===== config.mk =====
export PLATFORM = sky130hd
export DESIGN_NAME = swervolf_gpio_io
export DESIGN_NICKNAME = d
export VERILOG_FILES = /design/src/rtl/swervolf_gpio_pkg.sv /design/src/rtl/swervolf_debounce.sv /design/src/rtl/swervolf_gpio_io.sv
export SDC_FILE = /design/constraint.sdc
export NUM_CORES = 1
export LEC_CHECK = 0
export BUFFER_PORTS_ARGS = -buffer_cell sky130_fd_sc_hd__buf_2
export CORE_UTILIZATION = 60
export CTS_CLUSTER_DIAMETER = 60
export DETAILED_ROUTE_END_ITERATION = 6
export PLACE_DENSITY_LB_ADDON = 0.12
export SETUP_SLACK_MARGIN = 0.05
export SYNTH_ARGS = -nofsm -noshare
export SYNTH_HDL_FRONTEND = slang
export SYNTH_SLANG_ARGS = --single-unit

===== constraint.sdc =====
create_clock -name clk -period 3.8 [get_ports clk]
set_input_delay 0.57 -clock clk [delete_from_list [all_inputs] [get_ports clk]]
set_output_delay 0.57 -clock clk [all_outputs]
set_load 0.02 [all_outputs]

===== src/rtl/swervolf_gpio_pkg.sv =====
// swervolf_gpio_pkg: shared constants for the board GPIO front end.
// Optional feature macro used by this block: SWERVOLF_GPIO_PWM_EN.
package swervolf_gpio_pkg;

    localparam int DEBOUNCE_DEFAULT = 250000;
    localparam int PWM_W            = 8;

    // Debounce counter width: clog2(cyc+1), never narrower than one bit
    function automatic int cnt_width(input int cyc);
        int w;
        w = $clog2(cyc + 1);
        return (w < 1) ? 1 : w;
    endfunction

endpackage


===== src/rtl/swervolf_debounce.sv =====
// swervolf_debounce: one input channel -- synchroniser, debouncer and
// sticky rise/fall flags (set beats clear on a same-cycle collision).
module swervolf_debounce
    import swervolf_gpio_pkg::*;
#(
    parameter int SYNC_STAGES  = 2,
    parameter int DEBOUNCE_CYC = DEBOUNCE_DEFAULT
) (
    input  logic clk,
    input  logic rstn,
    input  logic i_pin,
    input  logic i_clr,
    output logic o_level,
    output logic o_rise,
    output logic o_fall
);

    localparam int CW = cnt_width(DEBOUNCE_CYC);
    localparam logic [CW-1:0] LIMIT = CW'(DEBOUNCE_CYC);
    localparam logic [CW-1:0] ONE   = CW'(1);

    logic [SYNC_STAGES-1:0] sync_q;
    logic                   sync;
    logic                   stable_q;
    logic                   stable_d;
    logic                   rise_q;
    logic                   rise_d;
    logic                   fall_q;
    logic                   fall_d;

    // Shift the raw pin through the metastability chain
    always_ff @(posedge clk or negedge rstn) begin
        if (!rstn) begin
            sync_q <= '0;
        end else begin
            sync_q <= {sync_q[SYNC_STAGES-2:0], i_pin};
        end
    end

    assign sync = sync_q[SYNC_STAGES-1];

    generate
        if (DEBOUNCE_CYC == 0) begin : g_bypass
            // No filtering: the stable level follows the synchroniser
            always_comb begin
                stable_d = sync;
            end
        end else begin : g_count
            logic [CW-1:0] cnt_q;
            logic [CW-1:0] cnt_d;

            // Count consecutive disagreeing cycles; accept on the last one
            always_comb begin
                stable_d = stable_q;
                cnt_d    = '0;
                if (sync != stable_q) begin
                    if (cnt_q + ONE == LIMIT) begin
                        stable_d = sync;
                    end else begin
                        cnt_d = cnt_q + ONE;
                    end
                end
            end

            // Debounce counter register
            always_ff @(posedge clk or negedge rstn) begin
                if (!rstn) begin
                    cnt_q <= '0;
                end else begin
                    cnt_q <= cnt_d;
                end
            end
        end
    endgenerate

    // Flags are set from the level change being registered this cycle,
    // so they update together with the stable level
    always_comb begin
        rise_d = (stable_d & ~stable_q) | (rise_q & ~i_clr);
        fall_d = (~stable_d & stable_q) | (fall_q & ~i_clr);
    end

    // Stable level and sticky event flags
    always_ff @(posedge clk or negedge rstn) begin
        if (!rstn) begin
            stable_q <= 1'b0;
            rise_q   <= 1'b0;
            fall_q   <= 1'b0;
        end else begin
            stable_q <= stable_d;
            rise_q   <= rise_d;
            fall_q   <= fall_d;
        end
    end

    assign o_level = stable_q;
    assign o_rise  = rise_q;
    assign o_fall  = fall_q;

endmodule


===== src/rtl/swervolf_gpio_io.sv =====
// swervolf_gpio_io: board I/O front end -- debounced inputs with event
// flags and a masked IRQ, registered outputs. Macro: SWERVOLF_GPIO_PWM_EN.
module swervolf_gpio_io
    import swervolf_gpio_pkg::*;
#(
    parameter int IN_W         = 16,
    parameter int OUT_W        = 16,
    parameter int SYNC_STAGES  = 2,
    parameter int DEBOUNCE_CYC = DEBOUNCE_DEFAULT
) (
    input  logic             clk,
    input  logic             rstn,
    input  logic [IN_W-1:0]  i_pin,
    output logic [IN_W-1:0]  o_in,
    output logic [IN_W-1:0]  o_rise,
    output logic [IN_W-1:0]  o_fall,
    input  logic [IN_W-1:0]  i_evt_clr,
    input  logic [IN_W-1:0]  i_irq_mask,
    output logic             o_irq,
    input  logic [OUT_W-1:0] i_out,
    input  logic [PWM_W-1:0] i_duty,
    output logic [OUT_W-1:0] o_pin
);

    logic             irq_q;
    logic             irq_d;
    logic [OUT_W-1:0] pin_q;
    logic [OUT_W-1:0] pin_d;

    genvar g;
    generate
        for (g = 0; g < IN_W; g++) begin : g_ch
            swervolf_debounce #(
                .SYNC_STAGES  (SYNC_STAGES),
                .DEBOUNCE_CYC (DEBOUNCE_CYC)
            ) u_deb (
                .clk     (clk),
                .rstn    (rstn),
                .i_pin   (i_pin[g]),
                .i_clr   (i_evt_clr[g]),
                .o_level (o_in[g]),
                .o_rise  (o_rise[g]),
                .o_fall  (o_fall[g])
            );
        end
    endgenerate

    // Any pending, enabled event raises the level interrupt
    always_comb begin
        irq_d = |((o_rise | o_fall) & i_irq_mask);
    end

`ifdef SWERVOLF_GPIO_PWM_EN
    logic [PWM_W-1:0] pwm_cnt_q;
    logic [PWM_W-1:0] duty_q;
    logic             pwm_on;

    // Free-running period counter; duty only reloads at period end
    always_ff @(posedge clk or negedge rstn) begin
        if (!rstn) begin
            pwm_cnt_q <= '0;
            duty_q    <= '1;
        end else begin
            pwm_cnt_q <= pwm_cnt_q + PWM_W'(1);
            if (pwm_cnt_q == '1) begin
                duty_q <= i_duty;
            end
        end
    end

    assign pwm_on = (duty_q == '1) | (pwm_cnt_q < duty_q);

    // Gate every output by the shared brightness phase
    always_comb begin
        pin_d = i_out & {OUT_W{pwm_on}};
    end
`else
    logic unused_duty;

    assign unused_duty = ^i_duty;

    // Outputs pass straight through to the pin register
    always_comb begin
        pin_d = i_out;
    end
`endif

    // Interrupt and board-output registers
    always_ff @(posedge clk or negedge rstn) begin
        if (!rstn) begin
            irq_q <= 1'b0;
            pin_q <= '0;
        end else begin
            irq_q <= irq_d;
            pin_q <= pin_d;
        end
    end

    assign o_irq = irq_q;
    assign o_pin = pin_q;

endmodule

; ---- After elaboration in Yosys (flattened, before gate mapping)
; Cells that the tools add are included.
[classes]
n_addsub = 16
mul = 0
div = 0
order_cmp = 0
n_eq_ne = 32
n_shift = 0
muxes = 64
n_bitwise = 146
reduce_logical = 1
[ops]
columns = op, n
row1 = two-way mux 18 bit, 32
row2 = adder 18 x 1 -> 18 bit (second input constant), 16
row3 = == test 18 bit (second input constant), 16
row4 = AND 1 bit, 64
row5 = NOT 1 bit, 48
row6 = two-way mux 1 bit, 32
row7 = bitwise OR 1 bit, 32
row8 = AND 16 bit, 1
row9 = inequality test 1 bit, 16
row10 = bitwise OR 16 bit, 1
row11 = OR reduction 16 bit, 1
[totals]
register_bits = 385
latchBits = 0
ramBits = 0
romBits = 0
input_bits = 74
memories = 0

; ---- Logic depth before layout (Yosys ltp)
[logic_depth]
word_depth = 7
depth_mapped = 9
depth_no_buf = 7

; ---- By module
; A second synthesis with hierarchy kept.
[hier_totals]
cells_unflattened = 2198
area_unflattened_um2 = 21001.4
[modules_own_cells]
columns = mod, instances, cells_each, area_per_inst_um2, seq_area_each_um2
row1 = swervolf_debounce, 16, 135, 1278.7, 575.6
row2 = swervolf_gpio_io, 1, 38, 541.8, 425.4

; ---- Least setup slack after synthesis
; Ideal clock, no wire load.
[synth_timing]
path_kind = flip-flop to flip-flop
startpoint = register g_ch[6].u_deb.g_count.cnt_q[7]
endpoint = register g_ch[6].u_deb.stable_q
setup_ps = 127
arrival_time_ps = 2660
t_required_ps = 3673
path_slack_ps = 1012
stages_incl_launch_ff = 7
path_cell_list = dfrtp_1 -> nand4_2 -> or4_4 -> or3_1 -> a221o_1 -> or4b_4 -> mux2_1
[synth_via]
elab_chain_cells = 4
[synth_rtl]
columns = element, line
row1 = start: declaration, swervolf_debounce.sv:49  ; logic [CW-1:0] cnt_q;
row2 = start signal: assignment, swervolf_debounce.sv:70  ; cnt_q <= cnt_d;
row3 = adder 18 x 1 -> 18 bit, swervolf_debounce.sv:57  ; if (cnt_q + ONE == LIMIT) begin
row4 = == test 18 bit, swervolf_debounce.sv:57
row5 = two-way mux 1 bit, swervolf_debounce.sv:57
row6 = two-way mux 1 bit, swervolf_debounce.sv:56  ; if (sync != stable_q) begin
row7 = named net g_ch[6].u_deb.stable_d, swervolf_debounce.sv:25  ; logic stable_d;
row8 = end signal: assignment, swervolf_debounce.sv:90  ; stable_q <= stable_d;
row9 = end: declaration, swervolf_debounce.sv:24  ; logic stable_q;
; The timed path passes the listed nets, and every way through them passes these cells.

; ---- Final worst setup path
[layout_timing]
startpoint = register g_ch[1].u_deb.g_count.cnt_q[0]
endpoint = register g_ch[1].u_deb.g_count.cnt_q[5]
[layout_via]
elab_chain_cells = 4
[layout_rtl]
columns = element, line
row1 = start: declaration, swervolf_debounce.sv:49
row2 = start signal: assignment, swervolf_debounce.sv:70
row3 = adder 18 x 1 -> 18 bit *, "swervolf_debounce.sv:57, swervolf_debounce.sv:60"
row4 = == test 18 bit, swervolf_debounce.sv:57
row5 = two-way mux 18 bit *, swervolf_debounce.sv:57
row6 = two-way mux 18 bit *, swervolf_debounce.sv:56
row7 = named net g_ch[1].u_deb.g_count.cnt_d[5], swervolf_debounce.sv:50  ; logic [CW-1:0] cnt_d;
; Mark *: on every way through the listed nets, which the timed path passes. The rest lies on a longest branch.

==> key figures <==
Status
  • Status: finished, final reports clean

Critical path
  • Worst setup SP type: register
  • Worst-path maximum fanout: 16
  • Endpoint type of the worst setup path: register
  • Cells on worst reg2reg path: 7
  • Critical register-to-register path startpoint: g_ch[1].u_deb.g_count.cnt_q[0]
  • Critical path data arrival time: about 3.7 ns
  • Type of the worst setup path: reg -> reg
  • CP required: about 4.2 ns
  • Capturing point of the worst reg2reg path: g_ch[1].u_deb.g_count.cnt_q[5]
  • Worst R2R Setup Slack: 0.55 ns

Cells and area
  • Final Net Count: about 2,300
  • Share of cells above drive strength 1: approximately an eighth
  • Most common cell after layout, fill and taps aside: dfrtp_1
  • Most frequent cells in the layout: 385 x dfrtp_1, 301 x nor2_1, 129 x buf_2
  • Syn-to-layout area delta: 11.87%

Worst hold path
  • Hold Crit Class: in -> async

Clocking
  • Root buffer cell: clkbuf_16
  • CTS tree: yes
  • Clock transition at path regs: 0.06 ns
  • Clock Sinks: a little under 400
  • Post-CTS sizing: 0
  • H-tree levels: 2
  • # hold bufs at CTS: 0
  • TritonCTS buffer count: 42
  • Clock latency on the worst-skew pair: 0.55 ns
  • Post-CTS Setup Repair Bufs: 0
  • Max Root-Sink Buffers: 3

Detailed routing
  • Vias per cell: a little under 6
  • Initial DRC Count: ~800
  • Wirelength, routed: about 42,000 um
  • Antenna-violating nets left: 0
  • Via count: about 16,000
  • Post-route DRC: 0
  • Wire per inst: approximately 15 um
  • First drt pass iteration count: 5

Die
  • Rows: between 60 and 70
  • Core Area: approximately 33,000 um2
  • Width of the chip: ~190 um
  • Die Footprint: approximately 34,000 um2
  • Initial Util: between 60% and 70%
  • Io pins: 139
  • Die Y: 185.2 um

Synth
  • EDFF count, synth: 0
  • Post-synthesis register bit count: slightly below 400
  • Seq/Total Area, Yosys: approximately 48%
  • Synth Warn #: 0
  • Syn Area/Cell: about 9.5 um2
  • Mapped cell area: ~20,000 um2
  • Syn_nets: 2,204
  • Syn Inst Count: approximately 2,100
  • Ys async rst share: between 90% and 100%
  • Netlist cell types: 77
  • Top_reg_cell synth: dfrtp_1

Global routing
  • Total track usage: 24.84%
  • Vias in the first global route: 15,038
  • First-pass GRT wire length: about 71,000 um
  • Pin count of the biggest net entering global routing: 91
  • Initial antenna violation count: 3
  • GRT overflow: 0

Placement
  • Post-detail-place hpwl: about 28,000 um
  • Routability congestion estimate: between 0.8 and 0.9
  • PortBufs: 130

Timing
  • RSZ-0062 raised after global routing: no
  • Worst Max-Slew Pin Slew: ~1.2 ns
  • Final Skew: roughly 0.025 ns
  • Worst hold-check slack: between 0.015 and 0.02 ns
  • Slew HR: a little over a fifth
  • Final setup fails: 0
  • Fmax achieved: ~300 MHz
  • Fin. max-slew vios: 0
  • Period minus WS final: approximately 3.2 ns
  • TNS Setup: 0 ns
  • Endpoints failing hold: 0
  • Final Cycle Share: 85.50%

Power
  • P_leak: roughly 9.6 nW
  • Max IR drop VDD: around 0.43 mV
  • Power density cells: between 300 and 400 nW/um2

Job
  • Maxcap violations: 0
## per-layer routing
layer / routed length, um / global-route usage, %
met1: 18930 / 33.18
met2: 19570 / 40.94
met3: 2037 / 4.581
met4: 958 / 7.835
met5: 13 / 0
## synth_stat cells, drive strengths merged (14+ instances only)
cell type | count | area, um2
a21oi | 51 | 255.2
and2 | 25 | 156.4
and3 | 58 | 362.9
and4 | 27 | 236.5
and4b | 16 | 160.2
buf | 60 | 419.2
clkbuf | 47 | 177.7
dfrtp | 385 | 9634
ha | 16 | 200.2
inv | 76 | 285.3
mux2 | 18 | 202.7
nand2 | 116 | 435.4
nand2b | 32 | 200.2
nand3 | 126 | 630.6
nand4 | 77 | 488.0
nor2 | 301 | 1130
nor2b | 22 | 137.6
nor3 | 79 | 395.4
nor3b | 16 | 120.1
nor4 | 52 | 331.6
o21ai | 39 | 195.2
o22ai | 29 | 181.4
o31ai | 14 | 110.1
or3 | 20 | 125.1
xnor2 | 120 | 1051
xor2 | 119 | 1042
## where the power goes
part           leakage, nW  switching (W)  internal (W)
combinational         3.56       0.000203      0.000107
clock                0.762        0.00165       0.00278
sequential            5.23      0.0000778       0.00417
## critical path: stages, from the launching register on
cell and delay (ns):
dfrtp_1 0.44, ha_1 0.24, nand3_1 0.28, nor4_1 0.59, xor2_1 0.25, o2111ai_1 0.19, o21ai_1 0.87, o21ba_2 0.26
## metrics by stage
stage | worst slack, ns | power, W | utilization, % | instance area (um2) | cells
after global placement | 0.7469 | 0.004621 | 64.02 | 20990 | 2600
final | 0.5512 | 0.008986 | 68.74 | 22540 | 2679
after global routing | 0.2603 | 0.009309 | 68.72 | 22530 | 2677
after floorplan | 1.012 | 0.004438 | - | 20140 | 2114
after CTS | 0.5395 | 0.009079 | 68.72 | 22530 | 2677
after detailed placement | 0.5319 | 0.004633 | 64.02 | 20990 | 2600
## cell type report
class,instances,area [um2]
antenna,2,5.005
clock buffer,61,1296
clock inverter,16,246.5
fill,2641,10250
inverter,76,285.3
multi-input combinational,1546,9647
sequential,385,9634
tap,442,553.0
timing repair buffer,151,868.3
## sequential cells by signal, summed over array words and instances (netlist names)
register / cells
o_irq: 1
g_ch.u_deb.o_fall: 16
o_pin: 16
g_ch.u_deb.g_count.cnt_q: 288
g_ch.u_deb.sync_q: 32
g_ch.u_deb.o_rise: 16
g_ch.u_deb.o_level: 16
## cells by family (layout without fill, tap and decap cells)
family,after synthesis,after routing,share of synthesized area [%]
and+or+nand+nor,1023,1023,26.73
adders and majority gates,16,16,0.9938
AOI/OAI and AO/OA,240,240,8.174
xor gates and xnor gates,239,239,10.39
muxes,28,28,1.503
buffers and inverters,183,304,4.379
DFF,385,385,47.83
other,0,2,0
## worst max-delay path by stage
stage / start / to / slack, ns
floorplan: g_ch[6].u_deb.g_count.cnt_q[7] / g_ch[6].u_deb.o_level / 1.01
global placement: g_ch[1].u_deb.g_count.cnt_q[0] / g_ch[1].u_deb.g_count.cnt_q[5] / 0.75
detailed placement: g_ch[1].u_deb.g_count.cnt_q[0] / g_ch[1].u_deb.g_count.cnt_q[5] / 0.53
CTS: g_ch[1].u_deb.g_count.cnt_q[0] / g_ch[1].u_deb.g_count.cnt_q[5] / 0.54
global route: g_ch[1].u_deb.g_count.cnt_q[0] / g_ch[1].u_deb.g_count.cnt_q[5] / 0.26
finish: g_ch[1].u_deb.g_count.cnt_q[0] / g_ch[1].u_deb.g_count.cnt_q[5] / 0.55
Note: power is estimated with default switching activity, not from simulation.
